File: config.mk
export PLATFORM = sky130hd
export DESIGN_NAME = bringup_sensor_scanner
export DESIGN_NICKNAME = d
export VERILOG_FILES = /design/src/rtl/bringup_pkg.sv /design/src/rtl/bringup_event_fifo.sv /design/src/rtl/bringup_sensor_scanner.sv
export SDC_FILE = /design/constraint.sdc
export NUM_CORES = 1
export LEC_CHECK = 0
export ABC_CLOCK_PERIOD_IN_PS = 7400
export BUFFER_PORTS_ARGS = -buffer_cell sky130_fd_sc_hd__buf_2
export CORE_ASPECT_RATIO = 0.9
export CORE_MARGIN = 8
export CORE_UTILIZATION = 63
export DETAILED_ROUTE_END_ITERATION = 10
export PLACE_DENSITY = 0.84
export SYNTH_ARGS = -nofsm -noshare
export SYNTH_HDL_FRONTEND = slang
export SYNTH_HIERARCHICAL = 1
export SYNTH_SLANG_ARGS = --single-unit
File: constraint.sdc
create_clock -name clock -period 7.4 [get_ports clock]
set_input_delay 0 -clock clock [delete_from_list [all_inputs] [get_ports clock]]
set_output_delay 0 -clock clock [all_outputs]
set_load 0.03 [all_outputs]
File: src/rtl/bringup_pkg.sv
// Shared definitions for the bringup sensor scanner: FSM encoding and
// the layout of one {channel, level} event word.
package bringup_pkg;

    // Scanner control states
    typedef enum logic [1:0] {
        IDLE = 2'd0,
        SYNC = 2'd1,
        RUN  = 2'd2
    } scan_state_e;

    // Event word layout: level in the LSB, channel index above it
    localparam int EV_LEVEL_BIT = 0;
    localparam int EV_CH_LSB    = 1;

    // Width of an event word for a given channel-index width
    function automatic int ev_width(input int ch_bits);
        return ch_bits + 1;
    endfunction

endpackage

File: src/rtl/bringup_event_fifo.sv
// Small synchronous event FIFO. Storage is registered; read and write
// pointers carry one extra wrap bit so full and empty can be told apart.
// A push is accepted when there is room after the same-cycle pop, so a
// full FIFO can take a push and a pop together. While empty, pop_data
// keeps presenting the most recently popped word.
module bringup_event_fifo #(
    parameter int WIDTH = 4,
    parameter int DEPTH = 4
) (
    input  logic             clock,
    input  logic             reset_n,
    input  logic             push,
    input  logic [WIDTH-1:0] push_data,
    output logic             full,
    input  logic             pop,
    output logic [WIDTH-1:0] pop_data,
    output logic             empty
);

    localparam int AW = $clog2(DEPTH);

    logic [AW:0]      wr_ptr;
    logic [AW:0]      rd_ptr;
    logic [WIDTH-1:0] mem [DEPTH];
    logic [WIDTH-1:0] last_q;
    logic             do_push;
    logic             do_pop;

    assign empty   = (wr_ptr == rd_ptr);
    assign full    = (wr_ptr[AW] != rd_ptr[AW]) &&
                     (wr_ptr[AW-1:0] == rd_ptr[AW-1:0]);
    assign do_pop  = pop && !empty;
    assign do_push = push && (!full || do_pop);

    // Head word, or the last popped word once the FIFO has drained
    assign pop_data = empty ? last_q : mem[rd_ptr[AW-1:0]];

    // Pointer update; both may advance in the same cycle
    always_ff @(posedge clock or negedge reset_n) begin
        if (!reset_n) begin
            wr_ptr <= '0;
            rd_ptr <= '0;
        end else begin
            if (do_push) begin
                wr_ptr <= wr_ptr + 1'b1;
            end
            if (do_pop) begin
                rd_ptr <= rd_ptr + 1'b1;
            end
        end
    end

    // Event storage, written at the write pointer
    always_ff @(posedge clock) begin
        if (do_push) begin
            mem[wr_ptr[AW-1:0]] <= push_data;
        end
    end

    // Remember the word leaving the FIFO so the outputs hold when empty
    always_ff @(posedge clock or negedge reset_n) begin
        if (!reset_n) begin
            last_q <= '0;
        end else if (do_pop) begin
            last_q <= mem[rd_ptr[AW-1:0]];
        end
    end

endmodule

File: src/rtl/bringup_sensor_scanner.sv
// Controller for a bank of bringup sensors. Generates the shared decay
// strobe, scans the sensed levels round-robin and reports every level
// change as a {channel, level} event through a small FIFO. If the FIFO
// is full the scan parks on the changed channel and retries, so no
// change is dropped; the sticky stall flag records that this happened.
module bringup_sensor_scanner
    import bringup_pkg::*;
#(
    parameter int CHANNELS   = 8,
    parameter int CH_BITS    = $clog2(CHANNELS),
    parameter int DEC_PERIOD = 1024,
    parameter int FIFO_DEPTH = 4
) (
    input  logic                clock,
    input  logic                reset_n,
    input  logic                enable_i,
    output logic                dec_o,
    input  logic [CHANNELS-1:0] sensed_i,
    output logic                ev_valid_o,
    input  logic                ev_ready_i,
    output logic [CH_BITS-1:0]  ev_channel_o,
    output logic                ev_level_o,
    output logic                stall_o,
    output logic [CHANNELS-1:0] state_o
);

    localparam int                EV_W     = ev_width(CH_BITS);
    localparam int                PW       = $clog2(DEC_PERIOD);
    localparam logic [PW-1:0]     PRE_LAST = PW'(DEC_PERIOD - 1);
    localparam logic [CH_BITS-1:0] IDX_LAST = CH_BITS'(CHANNELS - 1);

    scan_state_e        state_q;
    scan_state_e        state_d;
    logic [PW-1:0]      pre_cnt;
    logic [CH_BITS-1:0] scan_idx;

    logic               in_sync;
    logic               in_run;
    logic               cur_bit;
    logic               differ;
    logic               can_push;
    logic               ev_push;
    logic               advance;
    logic               stall_hit;

    logic [EV_W-1:0]    ev_data;
    logic [EV_W-1:0]    head_data;
    logic               fifo_full;
    logic               fifo_empty;
    logic               fifo_pop;

    // Decay prescaler: strobe follows the cycle in which the count wraps
    always_ff @(posedge clock or negedge reset_n) begin
        if (!reset_n) begin
            pre_cnt <= '0;
            dec_o   <= 1'b0;
        end else if (!enable_i) begin
            pre_cnt <= '0;
            dec_o   <= 1'b0;
        end else begin
            pre_cnt <= (pre_cnt == PRE_LAST) ? '0 : pre_cnt + 1'b1;
            dec_o   <= (pre_cnt == PRE_LAST);
        end
    end

    // Scanner state register
    always_ff @(posedge clock or negedge reset_n) begin
        if (!reset_n) begin
            state_q <= IDLE;
        end else begin
            state_q <= state_d;
        end
    end

    // Next state and per-cycle scan decisions
    always_comb begin
        state_d   = state_q;
        in_sync   = 1'b0;
        in_run    = 1'b0;
        cur_bit   = sensed_i[scan_idx];
        differ    = 1'b0;
        can_push  = !fifo_full || fifo_pop;
        ev_push   = 1'b0;
        advance   = 1'b0;
        stall_hit = 1'b0;
        case (state_q)
            IDLE: state_d = SYNC;
            SYNC: begin
                in_sync = 1'b1;
                state_d = RUN;
            end
            RUN: begin
                in_run    = 1'b1;
                differ    = (cur_bit != state_o[scan_idx]);
                ev_push   = differ && can_push;
                advance   = !differ || can_push;
                stall_hit = differ && !can_push;
                state_d   = RUN;
            end
            default: state_d = IDLE;
        endcase
        if (!enable_i) begin
            state_d = IDLE;
        end
    end

    // Scan index: restarts on sync, parks while a change cannot be queued
    always_ff @(posedge clock or negedge reset_n) begin
        if (!reset_n) begin
            scan_idx <= '0;
        end else if (in_sync) begin
            scan_idx <= '0;
        end else if (in_run && advance) begin
            scan_idx <= (scan_idx == IDX_LAST) ? '0 : scan_idx + 1'b1;
        end
    end

    // Last reported level per channel; sync adopts the live levels silently
    always_ff @(posedge clock or negedge reset_n) begin
        if (!reset_n) begin
            state_o <= '0;
        end else if (in_sync) begin
            state_o <= sensed_i;
        end else if (ev_push) begin
            state_o[scan_idx] <= cur_bit;
        end
    end

    // Sticky record of any scan stall on a full FIFO
    always_ff @(posedge clock or negedge reset_n) begin
        if (!reset_n) begin
            stall_o <= 1'b0;
        end else if (stall_hit) begin
            stall_o <= 1'b1;
        end
    end

    assign ev_data  = {scan_idx, cur_bit};
    assign fifo_pop = ev_valid_o && ev_ready_i;

    bringup_event_fifo #(
        .WIDTH (EV_W),
        .DEPTH (FIFO_DEPTH)
    ) u_event_fifo (
        .clock     (clock),
        .reset_n   (reset_n),
        .push      (ev_push),
        .push_data (ev_data),
        .full      (fifo_full),
        .pop       (fifo_pop),
        .pop_data  (head_data),
        .empty     (fifo_empty)
    );

    assign ev_valid_o   = !fifo_empty;
    assign ev_channel_o = head_data[EV_W-1:EV_CH_LSB];
    assign ev_level_o   = head_data[EV_LEVEL_BIT];

endmodule

Yosys cells after proc, flatten, opt, wreduce, memory -nomap -nowiden
Memory sizes are Yosys's and may differ from the RTL's.
Cells that the tools add are included.
{"block": "classes", "reduce_logical": 19, "n_eq_ne": 8, "add_sub_neg": 4, "magnitude_cmp": 2, "n_mux": 25}
{"cell": "2-to-1 mux 10 bit", "n": 2}
{"cell": "2-to-1 mux 8 bit", "n": 2}
{"cell": "2-to-1 mux 1 bit", "n": 11}
{"cell": "adder 10 x 1 -> 10 bit (second input constant)", "n": 1}
{"cell": "equality test 10 bit (second input constant)", "n": 1}
{"cell": "adder 3 x 1 -> 3 bit (second input constant)", "n": 3}
{"cell": "2-to-1 mux 3 bit", "n": 3}
{"cell": "bitwise mux 8 bit", "n": 1}
{"cell": "logical AND 1 bit", "n": 8}
{"cell": "binary-select mux 1 bit (select 3 bit)", "n": 2}
{"cell": "zero test 1 bit", "n": 4}
{"cell": "less-than comparator 3 x 4 -> 1 bit (second input constant)", "n": 1}
{"cell": "2-to-1 mux 4 bit", "n": 1}
{"cell": "case mux 2 bit (2 select lines)", "n": 1}
{"cell": "nonzero test 2 bit", "n": 2}
{"cell": "demux 1 bit (select 3 bit)", "n": 1}
{"cell": "equality test 3 bit", "n": 1}
{"cell": "equality test 3 bit (second input constant)", "n": 1}
{"cell": "greater-or-equal comparator 3 x 1 -> 1 bit (second input constant)", "n": 1}
{"cell": "logical OR 1 bit", "n": 3}
{"cell": "equality test 2 x 1 -> 1 bit (second input constant)", "n": 1}
{"cell": "equality test 2 bit", "n": 1}
{"cell": "equality test 2 bit (second input constant)", "n": 1}
{"cell": "zero test 2 bit", "n": 1}
{"cell": "3 further kinds", "n": 4}
{"block": "totals", "regBits": 35, "inputBits": 12, "mem_bits_rw": 16, "n_memories": 1, "elab_cells": 68, "output_inout_bits": 15}
{"memory": "u_event_fifo.mem", "depth": 4, "word_bits": 4, "rd": 1, "rd_clocked_by_memory_dff": 0, "wr": 1, "line": "bringup_event_fifo.sv:24", "text": "logic [WIDTH-1:0] mem [DEPTH];"}

Depth between registers and ports, before layout
Gate-level depths: netlist of the first run.
{"block": "depth", "word_depth": 9, "ltp_mapped": 12, "depth_no_buf": 10}

Cells and area by module
Netlist of the first run, hierarchy kept.
{"module": "bringup_sensor_scanner", "area_each_um2": 1490.2, "seq_area_each_um2": 625.6, "cells_each": 156, "n_inst": 1}
{"module": "bringup_event_fifo", "area_each_um2": 1238.7, "seq_area_each_um2": 730.7, "cells_each": 78, "n_inst": 1}

Least setup slack after synthesis of the first run
No wires, ideal clock.
{"block": "synth_path", "path_type": "register -> register", "start": "register u_event_fifo.rd_ptr[0]", "end": "register state_o[4]", "required_time_ns": 7.334, "setup_time_ns": 0.066, "setup_slack_ns": 4.594, "period_less_slack_ns": 2.806, "n_path_buf": 3, "path_stages_with_launch": 13, "arrival_time_ns": 2.740, "cell_sequence": "dfrtp_1 -> buf_4 -> xnor2_1 -> nand3_1 -> inv_1 -> nor2b_1 -> nand2b_1 -> clkbuf_2 -> nand2_1 -> or4b_1 -> buf_2 -> o31ai_1 -> a31o_1"}
{"block": "synth_via", "elab_chain_cells": 7, "elab_cells_between_ends": 10, "cone_classes": "eq/ne (2); mux (1); reduce/logical (7)"}
{"element": "start: declaration", "line": "bringup_event_fifo.sv:23", "text": "logic [AW:0] rd_ptr;"}
{"element": "start signal: assignment", "line": "bringup_event_fifo.sv:48", "text": "rd_ptr <= rd_ptr + 1'b1;"}
{"element": "equality test 3 bit", "line": "bringup_event_fifo.sv:29", "text": "assign empty = (wr_ptr == rd_ptr);"}
{"element": "named net fifo_empty", "line": "bringup_sensor_scanner.sv:49", "text": "logic fifo_empty;"}
{"element": "zero test 1 bit", "line": "bringup_sensor_scanner.sv:155", "text": "assign ev_valid_o = !fifo_empty;"}
{"element": "logical AND 1 bit", "line": "bringup_sensor_scanner.sv:139", "text": "assign fifo_pop = ev_valid_o && ev_ready_i;"}
{"element": "named net fifo_pop", "line": "bringup_sensor_scanner.sv:50", "text": "logic fifo_pop;"}
{"element": "logical OR 1 bit", "line": "bringup_sensor_scanner.sv:82", "text": "can_push = !fifo_full || fifo_pop;"}
{"element": "logical AND 1 bit", "line": "bringup_sensor_scanner.sv:95", "text": "ev_push = differ && can_push;"}
{"element": "2-to-1 mux 1 bit", "line": "bringup_sensor_scanner.sv:86", "text": "case (state_q)"}
{"element": "nonzero test 2 bit (no source line)"}
{"element": "end signal: assignment", "line": "bringup_sensor_scanner.sv:123", "text": "state_o <= sensed_i;"}
{"element": "end signal: indexed assignment", "line": "bringup_sensor_scanner.sv:125", "text": "state_o[scan_idx] <= cur_bit;"}
{"element": "end: declaration", "line": "bringup_sensor_scanner.sv:24", "text": "output logic [CHANNELS-1:0] state_o"}
The timed path passes the listed nets, and every way through them passes these cells.
A chain may end at the register's enable or synchronous reset.

Final worst setup path of the first run
{"block": "layout_path", "start": "register u_event_fifo.rd_ptr[0]", "end": "memory u_event_fifo.mem[2][3], enable pin"}
{"block": "layout_via", "elab_chain_cells": 9, "elab_cells_between_ends": 14, "cone_classes": "eq/ne (2); mux (3); reduce/logical (9)"}
{"element": "equality test 3 bit", "line": "bringup_event_fifo.sv:29"}
{"element": "named net fifo_empty", "line": "bringup_sensor_scanner.sv:49"}
{"element": "zero test 1 bit", "line": "bringup_sensor_scanner.sv:155"}
{"element": "logical AND 1 bit", "line": "bringup_sensor_scanner.sv:139"}
{"element": "named net fifo_pop", "line": "bringup_sensor_scanner.sv:50"}
{"element": "logical OR 1 bit", "line": "bringup_sensor_scanner.sv:82"}
{"element": "logical AND 1 bit", "line": "bringup_sensor_scanner.sv:95"}
{"element": "2-to-1 mux 1 bit", "line": "bringup_sensor_scanner.sv:86"}
{"element": "named net ev_push", "line": "bringup_sensor_scanner.sv:42", "text": "logic ev_push;"}
{"element": "logical AND 1 bit", "line": "bringup_event_fifo.sv:33", "text": "assign do_push = push && (!full || do_pop);"}
{"element": "2-to-1 mux 1 bit", "line": "bringup_event_fifo.sv:55", "text": "if (do_push) begin"}
{"element": "2-to-1 mux 1 bit (implied by the code)", "line": "bringup_event_fifo.sv:56", "text": "mem[wr_ptr[AW-1:0]] <= push_data;"}
{"element": "end: declaration", "line": "bringup_event_fifo.sv:24"}
The timed path passes the listed nets, and every way through them passes these cells.

==> results.sh, run 1 <==
export IMPL_worst_slew_pin_slew_ns=0.883
export IMPL_max_stage_delay_ns=0.59
export IMPL_hold_viol=0
export IMPL_place_inst=297
export IMPL_layout_drive_gt1_share_pct=20.0
export IMPL_setup_slack_ns=4.03
export IMPL_dp_slack_ns=4.07
export IMPL_root_buffer="clkbuf_8"
export IMPL_syn2layout_area_growth_pct=11.2
export IMPL_design_area_um2=3040
export IMPL_synth_top_family_by_area="compound AO/OA/AOI/OAI gates"
export IMPL_synthArstFlopShare_pct=68.6
export IMPL_yosys_area_top_type_share_pct=32.1
export IMPL_path_class="flip-flop to flip-flop"
export IMPL_worstPathCellList="xnor2_1, nand3_1, inv_1, nor2b_1, nand2b_1, nand2_1, nor2_1, o41ai_4, nor2_1"
export IMPL_synth_fa_ha_area_share_pct=5.04
export IMPL_worstPathRequired_ns=7.38
export IMPL_grt_overflow_total=0
export IMPL_grt_first_pass_wirelength_mm=8.94
export IMPL_clk_pin_slew_ns=0.09
export IMPL_arrival_ns=3.35
export IMPL_drtIter0Drc=117
export IMPL_post_route_period_util_pct=45.6
export IMPL_fmax_mhz=296
export IMPL_via_per_inst=6.15
export IMPL_placed_area_um2=2860
export IMPL_synth_largest_area_cell="dfrtp_1"
export IMPL_antenna_found_initial=1
export IMPL_cap_violations=0
export IMPL_synthSimpleGateAreaFrac_pct=12.0
export IMPL_die_area_um2=6700
export IMPL_post_drt_wl_per_cell_um=16.9
export IMPL_status="finished, final reports clean"
export IMPL_crit_family="simple AND/OR/NAND/NOR gates"
export IMPL_drc_errors=0
export IMPL_synth_seq_area_share_pct=49.7
export IMPL_synth_area_leaders="dfrtp_1 32%, edfxtp_1 18%, ha_1 5.0%"
export IMPL_cts_tree="built"
export IMPL_die_h_um=78.4
export IMPL_synth_distinct_cells=48
export IMPL_power_total_mw=1.24
export IMPL_avgSynthCellArea_um2=11.7
export IMPL_end_kind="flip-flop"
export IMPL_syn_inst=234
export IMPL_grt_usage_pct=16.8
export IMPL_gp_congestion=0.803
export IMPL_synth_seq_cells=51
export IMPL_holdWs_ns=0.0189
export IMPL_yosys_area_share_xor_xnor_pct=5.78
export IMPL_place_hpwl_mm=3.68
export IMPL_initial_core_util_pct=66.1
export IMPL_rows=22
export IMPL_stdcell_count=314
export IMPL_htreeDepth=2
export IMPL_ant_nets=0
export IMPL_numCtsBuffers=5
export IMPL_hold_class="input pin to flip-flop"
export IMPL_final_core_util_pct=73.5
export IMPL_drt_wl_total_mm=5.30
export IMPL_crit_path_frequent_cell="nor2_1"
export IMPL_synthFlopType="dfrtp_1"
export IMPL_rsz0062_at_grt="no"
export IMPL_cp_slowest_cell="dfrtp_1"
export IMPL_worstPathMaxFanout=10
export IMPL_io_buffer_count=26
export IMPL_period_minus_slack_ns=3.37
export IMPL_slew_viol_final=0
export IMPL_core_um2=4130
export IMPL_synth_area_mux_share_pct=9.77
export IMPL_relSlewSlack_pct=41.1
export IMPL_yosysWarnings=6
export IMPL_num_vias=1930
export IMPL_finClkSkew_ns=0.00645
export IMPL_synth_compound_area_share_pct=12.9
export IMPL_setup_tns_ns=0
export IMPL_path_buf_inv=1
export IMPL_vdd_ir_drop_max_mv=0.276
export IMPL_die_x_um=85.4
export IMPL_startpoint_type="flip-flop"
export IMPL_yosysMostFrequentCell="dfrtp_1"
export IMPL_powerDensity_nw_per_um2=408
export IMPL_grt_pass1_vias=1888
export IMPL_setup_violations_final=0
export IMPL_num_io_pins=27
export IMPL_synth_common_cells="35 x dfrtp_1, 20 x nor2_1, 17 x inv_1"
export IMPL_layout_nets=287
export IMPL_synth_edf_count=16
export IMPL_cts_sinks=51
export IMPL_leakage_nw=1.27
export IMPL_cts_max_path_buffers=2
export IMPL_drt_pass1_iter_count=4
export IMPL_synthesis_area_um2=2730
export IMPL_clk_latency_ns=0.30
export IMPL_grt_max_degree=36
export IMPL_synthesis_nets=257
-- worst paths after layout --
kind                            slack [ns]                    from                endpoint  depth (start not counted)
worst min register to register        0.46                 stall_o                 stall_o                          1
min in group asynchronous             0.30                 reset_n              state_o[6]                          2
worst min-delay path                  0.02             sensed_i[6]              state_o[6]                          3
worst max register to register        4.03  u_event_fifo/rd_ptr[0]  u_event_fifo/mem[2][3]                          9
max in group asynchronous             6.61                 reset_n              pre_cnt[1]                          2
worst max-delay path                  4.03  u_event_fifo/rd_ptr[0]  u_event_fifo/mem[2][3]                          9
-- state kept, by name (all words and copies together) (netlist names), 2 cells and up --
| signal | cells |
|---|---|
| state_q | 2 |
| u_event_fifo/last_q | 4 |
| state_o | 8 |
| scan_idx | 3 |
| pre_cnt | 10 |
| u_event_fifo/mem | 16 |
| u_event_fifo/rd_ptr | 3 |
| u_event_fifo/wr_ptr | 3 |
-- per-layer routing --
| metal | global-route usage (%) | part of all wire (%) | wire, um |
|---|---|---|---|
| met1 | 20.8 | 44 | 2350 |
| met2 | 27.1 | 48 | 2520 |
| met3 | 3.64 | 5.2 | 274 |
| met4 | 8.57 | 3.0 | 159 |
| met5 | 0 | 0 | 0 |
-- final cells by class --
cell class | count | area (um2)
Sequential cell | 51 | 1360
Multi-Input combinational cell | 154 | 1240
Fill cell | 296 | 1090
Timing Repair Buffer | 35 | 218
Clock buffer | 5 | 68.8
Inverter | 17 | 63.8
Tap cell | 48 | 60.1
Clock inverter | 3 | 25.0
Antenna cell | 1 | 2.50
-- cells by family after synthesis --
| logic type | after synthesis |
|---|---|
| DFF | 51 |
| adders and majority gates | 11 |
| AOI/OAI and AO/OA | 38 |
| buffers and inverters | 29 |
| xor gates and xnor gates | 18 |
| muxes | 20 |
| and+or+nand+nor | 67 |
-- placed cells by master (no fill, tap or decap), drive strengths merged, types with 4 or more instances in the layout --
| master | synthesis | routed |
|---|---|---|
| buf | 8 | 27 |
| clkbuf | 4 | 5 |
| edfxtp | 16 | 16 |
| nor2 | 20 | 20 |
| mux2i | 6 | 6 |
| xnor2 | 10 | 10 |
| mux4 | 4 | 4 |
| dlygate4sd3 | 0 | 8 |
| ha | 11 | 11 |
| inv | 17 | 17 |
| nand2 | 16 | 16 |
| o211ai | 4 | 4 |
| nand2b | 5 | 5 |
| dfrtp | 35 | 35 |
| mux2 | 10 | 10 |
| xor2 | 8 | 8 |
| o311ai | 11 | 11 |
| nand3 | 8 | 8 |
-- repair_timing --
action / in CTS / in global routing
endpoints found under the hold margin: 44 / 0
setup endpoints to repair: 0 / 0
hold buffers: 8 / 0
setup buffers: 0 / 0
gates resized for setup: 0 / 0
-- power by group --
group          internal (mW)  switching, mW
registers              0.370          0.103
logic                  0.246          0.362
clock network         0.0676         0.0904
total                  0.684          0.555
-- tightest hold or removal path, cell delays in order --
cell      delay (ns)
buf_2           0.09
inv_1           0.07
o221ai_1        0.11
(Power assumes the default switching activity.)
==> run 2: changes to the inputs <==
- ABC_CLOCK_PERIOD_IN_PS: 7400 -> 3100
- CORE_UTILIZATION: 63 -> 53
- PLACE_DENSITY: 0.84 -> 0.76
- clock period: 7.4 -> 3.1 ns (I/O delays scaled with it)
==> results.sh, run 2 (synthesis results as in run 1) <==
export IMPL_leakage_nw=1.30
export IMPL_use_met3_pct=4.95
export IMPL_rsz0062_at_grt="no"
export IMPL_layout_drive_gt1_share_pct=21.8
export IMPL_setup_slack_ns=0.294
export IMPL_cp_depth=7
export IMPL_relSlewSlack_pct=48.4
export IMPL_gr_usage_met2_pct=22.3
export IMPL_worst_r2r_cell_count=7
export IMPL_rrSetupSlack_ns=0.29
export IMPL_arrival_ns=2.79
export IMPL_io_buffer_count=26
export IMPL_fmax_mhz=356
export IMPL_powerDensity_nw_per_um2=974
export IMPL_setup_tns_ns=0
export IMPL_ant_nets=0
export IMPL_path_buf_inv=0
export IMPL_drtIter0Drc=116
export IMPL_cts_setup_buffers=0
export IMPL_post_route_period_util_pct=90.5
export IMPL_layout_commonest_cell="dfrtp_1"
export IMPL_cts_max_path_buffers=2
export IMPL_diodes=0
export IMPL_drt_pass1_iter_count=4
export IMPL_worstSetupEndpoint="u_event_fifo/mem[0][0]"
export IMPL_period_minus_slack_ns=2.81
export IMPL_crit_path_frequent_cell="nor2_1"
export IMPL_drc_errors=0
export IMPL_busiest_layer="met2"
export IMPL_worstPathCellList="mux2i_1, o221ai_1, a22oi_2, xnor2_1, nor2_1, o41ai_4, nor2_1"
export IMPL_dp_slack_ns=0.362
export IMPL_via_per_inst=5.62
export IMPL_drt_wl_total_mm=5.30
export IMPL_clk_pin_slew_ns=0.10
export IMPL_largest_reg_flops=16
export IMPL_layout_nets=293
export IMPL_hold_viol=0
export IMPL_finClkSkew_ns=0.0111
export IMPL_seq_power_share_pct=36.3
export IMPL_root_buffer="clkbuf_8"
export IMPL_slew_viol_final=0
export IMPL_grt_pass1_vias=1887
export IMPL_htreeDepth=2
export IMPL_reg2reg_from="scan_idx[0]"
export IMPL_setup_violations_final=0
export IMPL_p_clk_share_pct=13.5
export IMPL_switchingPower_mw=1.35
export IMPL_cp_startpoint="scan_idx[0]"
export IMPL_initial_core_util_pct=55.8
export IMPL_die_x_um=91.6
export IMPL_worstReg2RegEnd="u_event_fifo/mem[0][0]"
export IMPL_startpoint_type="flip-flop"
export IMPL_max_stage_delay_ns=0.84
export IMPL_core_um2=4890
export IMPL_worstPathRequired_ns=3.09
export IMPL_post_drt_wl_per_cell_um=15.8
export IMPL_grt_first_pass_wirelength_mm=9.22
export IMPL_final_cell_mix="35 x dfrtp_1, 26 x buf_2, 20 x nor2_1"
export IMPL_grt_usage_pct=14.8
export IMPL_fillCellCount=385
export IMPL_rows=24
export IMPL_worst_slew_pin_slew_ns=0.774
export IMPL_internal_power_mw=1.67
export IMPL_hold_class="input pin to flip-flop"
export IMPL_grt_overflow_total=0
export IMPL_place_hpwl_mm=3.71
export IMPL_end_kind="flip-flop"
export IMPL_num_io_pins=27
export IMPL_numCtsBuffers=5
export IMPL_groute_layer_met1_usage_pct=19.3
export IMPL_cap_violations=0
export IMPL_p_sw_share_pct=44.6
export IMPL_antenna_found_initial=0
export IMPL_gp_congestion=0.781
export IMPL_cts_sinks=51
export IMPL_cts_tree="built"
export IMPL_vdd_ir_drop_max_mv=0.609
export IMPL_clk_latency_ns=0.31
export IMPL_crit_family="flip-flops"
export IMPL_path_class="flip-flop to flip-flop"
export IMPL_cp_slowest_cell="dfrtp_1"
export IMPL_worstPathMaxFanout=23
export IMPL_combPwrFrac_pct=50.2
export IMPL_die_h_um=84.1
export IMPL_status="finished, final reports clean"
export IMPL_num_vias=1887
export IMPL_syn2layout_area_growth_pct=13.7
export IMPL_die_area_um2=7700
export IMPL_grt_max_degree=36
run 2: cell count changes in the layout (fill, tap and decap cells not counted):
cell | previous run | this run
inv_8 | 0 | 1
diode_2 | 1 | 0
clkinvlp_4 | 1 | 0
buf_4 | 1 | 7
run 2: worst min-delay path by stage:
stage	startpoint	end	slack [ns]	cells past startpoint
global route	sensed_i[6]	state_o[6]	0.01	3
CTS	sensed_i[6]	state_o[6]	0.006	3
global placement	reset_n	state_o[1]	0.12	1
finish	sensed_i[6]	state_o[6]	0.003	3
detailed placement	reset_n	state_o[1]	0.13	1
floorplan	reset_n	dec_o	-0.30	0
run 2: routing by layer:
layer	wire length [um]	part of all wire (%)	vias up
li1	-	-	915
met1	2440	46	915
met2	2510	47	51
met3	295	5.6	6
met4	61	1.2	0
met5	0	0	-
run 2: final cells by class:
class	count	area (um2)	area share, %
clock buffers	5	68.8	2.22
clock inverters	3	28.8	0.927
repair buffers	41	263	8.47
inverters	17	63.8	2.06
flip-flops and latches	51	1360	43.7
multi-input cells	154	1240	40.0
well taps	65	81.3	2.62
run 2: power groups by stage:
stage          clock network, mW  logic, mW  registers, mW
2_1_floorplan                  0       1.13           1.11
3_3_place_gp                   0       1.49           1.10
3_5_place_dp                   0       1.51           1.11
4_1_cts                    0.416       1.53           1.10
5_1_grt                    0.445       1.66           1.13
6_report                   0.407       1.52           1.10
run 2: per-stage QoR:
stage | hold slack [ns] | area, um2 | cells | util (%) | total power, mW
2_1_floorplan | -0.296 | 2730 | 234 | - | 2.24
3_3_place_gp | 0.125 | 2930 | 320 | 59.8 | 2.59
3_5_place_dp | 0.130 | 2930 | 320 | 59.8 | 2.62
4_1_cts | 0.00572 | 3100 | 336 | 63.4 | 3.04
5_1_grt | 0.0108 | 3100 | 336 | 63.4 | 3.23
6_report | 0.00252 | 3100 | 336 | 63.4 | 3.02
run 2: worst register-to-register path, cell delays in order (launching register included):
cell and delay [ns]:
dfrtp_1 0.84, mux2i_1 0.29, o221ai_1 0.16, a22oi_2 0.30
xnor2_1 0.12, nor2_1 0.26, o41ai_4 0.18, nor2_1 0.34
run 2: repair_timing:
| action | in CTS | in global routing |
|---|---|---|
| setup endpoints to repair | 0 | 0 |
| hold endpoints to repair | 44 | 0 |
| gates resized for setup | 0 | 0 |
| hold buffers | 8 | 0 |
==> run 3: changes to the inputs <==
- ABC_CLOCK_PERIOD_IN_PS: 3100 -> 2900
- CORE_UTILIZATION: 53 -> 59
- PLACE_DENSITY: 0.76 -> 0.8
- clock period: 3.1 -> 2.9 ns (I/O delays scaled with it)
==> results.sh, run 3 (synthesis results as in run 1) <==
export IMPL_initial_core_util_pct=61.2
export IMPL_worstPathMaxFanout=21
export IMPL_worstPathRequired_ns=2.89
export IMPL_end_kind="flip-flop"
export IMPL_hold_viol=0
export IMPL_reg2reg_from="scan_idx[2]"
export IMPL_setup_violations_final=0
export IMPL_root_buffer="clkbuf_8"
export IMPL_diodes=0
export IMPL_num_io_pins=27
export IMPL_numCtsBuffers=5
export IMPL_setup_tns_ns=0
export IMPL_path_buf_inv=0
export IMPL_cap_violations=0
export IMPL_gp_congestion=0.811
export IMPL_drtIter0Drc=113
export IMPL_cts_tree="built"
export IMPL_die_x_um=87.7
export IMPL_register_area_um2=1360
export IMPL_post_route_period_util_pct=90.8
export IMPL_ant_nets=0
export IMPL_clk_latency_ns=0.31
export IMPL_leakage_nw=1.32
export IMPL_arrival_ns=2.62
export IMPL_syn2layout_area_growth_pct=15.0
export IMPL_slew_viol_final=0
export IMPL_cp_startpoint="scan_idx[2]"
export IMPL_grt_overflow_total=0
export IMPL_htreeDepth=2
export IMPL_cts_setup_buffers=0
export IMPL_grt_max_degree=36
export IMPL_layout_drive_gt1_share_pct=22.3
export IMPL_max_stage_delay_ns=0.79
export IMPL_crit_family="compound AO/OA/AOI/OAI gates"
export IMPL_rsz0062_at_grt="no"
export IMPL_worstPathCellList="o221ai_1, a22oi_2, xnor2_1, nor2_1, o41ai_4, nor2_1"
export IMPL_num_vias=1930
export IMPL_fillCellCount=324
export IMPL_min_from="sensed_i[4]"
export IMPL_drt_pass1_iter_count=5
export IMPL_worst_slew_pin_slew_ns=0.804
export IMPL_relSlewSlack_pct=46.4
export IMPL_post_drt_wl_per_cell_um=16.0
export IMPL_grt_first_pass_wirelength_mm=9.43
export IMPL_layout_nets=296
export IMPL_cts_sinks=51
export IMPL_layout_commonest_cell="dfrtp_1"
export IMPL_status="finished, final reports clean"
export IMPL_vdd_ir_drop_max_mv=0.700
export IMPL_period_minus_slack_ns=2.63
export IMPL_antenna_found_initial=0
export IMPL_via_per_inst=5.74
export IMPL_powerDensity_nw_per_um2=1060
export IMPL_io_buffer_count=26
export IMPL_rows=23
export IMPL_fmax_mhz=380
export IMPL_core_um2=4460
export IMPL_place_hpwl_mm=3.77
export IMPL_grt_pass1_vias=2000
export IMPL_cts_max_path_buffers=2
export IMPL_multi_input_area_um2=1240
export IMPL_grt_usage_pct=17.3
export IMPL_hold_class="input pin to flip-flop"
export IMPL_cp_slowest_cell="dfrtp_1"
export IMPL_path_class="flip-flop to flip-flop"
export IMPL_die_area_um2=7060
export IMPL_clk_pin_slew_ns=0.09
export IMPL_largest_reg_flops=16
export IMPL_finClkSkew_ns=0.00793
export IMPL_startpoint_type="flip-flop"
export IMPL_die_h_um=80.5
export IMPL_drt_wl_total_mm=5.39
export IMPL_final_cell_mix="34 x dfrtp_1, 26 x buf_2, 20 x nor2_1"
export IMPL_final_core_util_pct=70.4
export IMPL_drc_errors=0
export IMPL_crit_path_frequent_cell="nor2_1"
-- run 3: layer usage --
layer / wire, um / track usage [%] / up-vias
met1: 2470 / 21.9 / 927
met4: 128 / 7.55 / 0
met3: 319 / 4.59 / 12
met5: 0 / 0 / -
met2: 2470 / 27.3 / 64
li1: - / - / 927
-- run 3: where the power goes --
group	internal [mW]	switching, mW	leakage (nW)
registers	0.946	0.231	0.592
clock network	0.257	0.241	0.0562
logic	0.685	0.963	0.671
-- run 3: through the flow --
stage	cells	area [um2]	worst slack (ns)	power, mW	hold WS (ns)
floorplan	234	2730	0.0941	2.39	-0.296
global placement	319	2940	0.334	2.79	0.131
detailed placement	319	2940	0.203	2.82	0.135
CTS	336	3140	0.166	3.33	0.0263
global route	336	3140	0.0333	3.56	0.0585
finish	336	3140	0.266	3.32	0.0484
-- run 3: area by class of cell --
class                           instances  area share (%)
Clock buffer                            5            2.19
Clock inverter                          3            1.36
Inverter                               17            2.03
Multi-Input combinational cell        154            39.5
Sequential cell                        51            43.2
Tap cell                               62            2.47
Timing Repair Buffer                   44            9.17
-- run 3: worst min-delay path: stages --
cell	delay [ns]
buf_2	0.09
nand2_1	0.06
o31ai_1	0.08
a31o_1	0.10
-- run 3: path summary, 6_finish.rpt --
path / end / slack (ns) / depth (start not counted)
max: u_event_fifo/mem[2][1] / 0.27 / 6
min: state_o[4] / 0.05 / 4
max reg2reg: u_event_fifo/mem[2][1] / 0.27 / 6
min reg2reg: stall_o / 0.46 / 1
max in group asynchronous: scan_idx[0] / 2.04 / 2
min in group asynchronous: state_o[6] / 0.31 / 2
-- run 3: what timing repair did --
| action | CTS | global route |
|---|---|---|
| gates resized for setup | 0 | 1 |
| setup endpoints to repair | 0 | 16 |
| hold buffers | 9 | 0 |
| hold endpoints to repair | 45 | 0 |
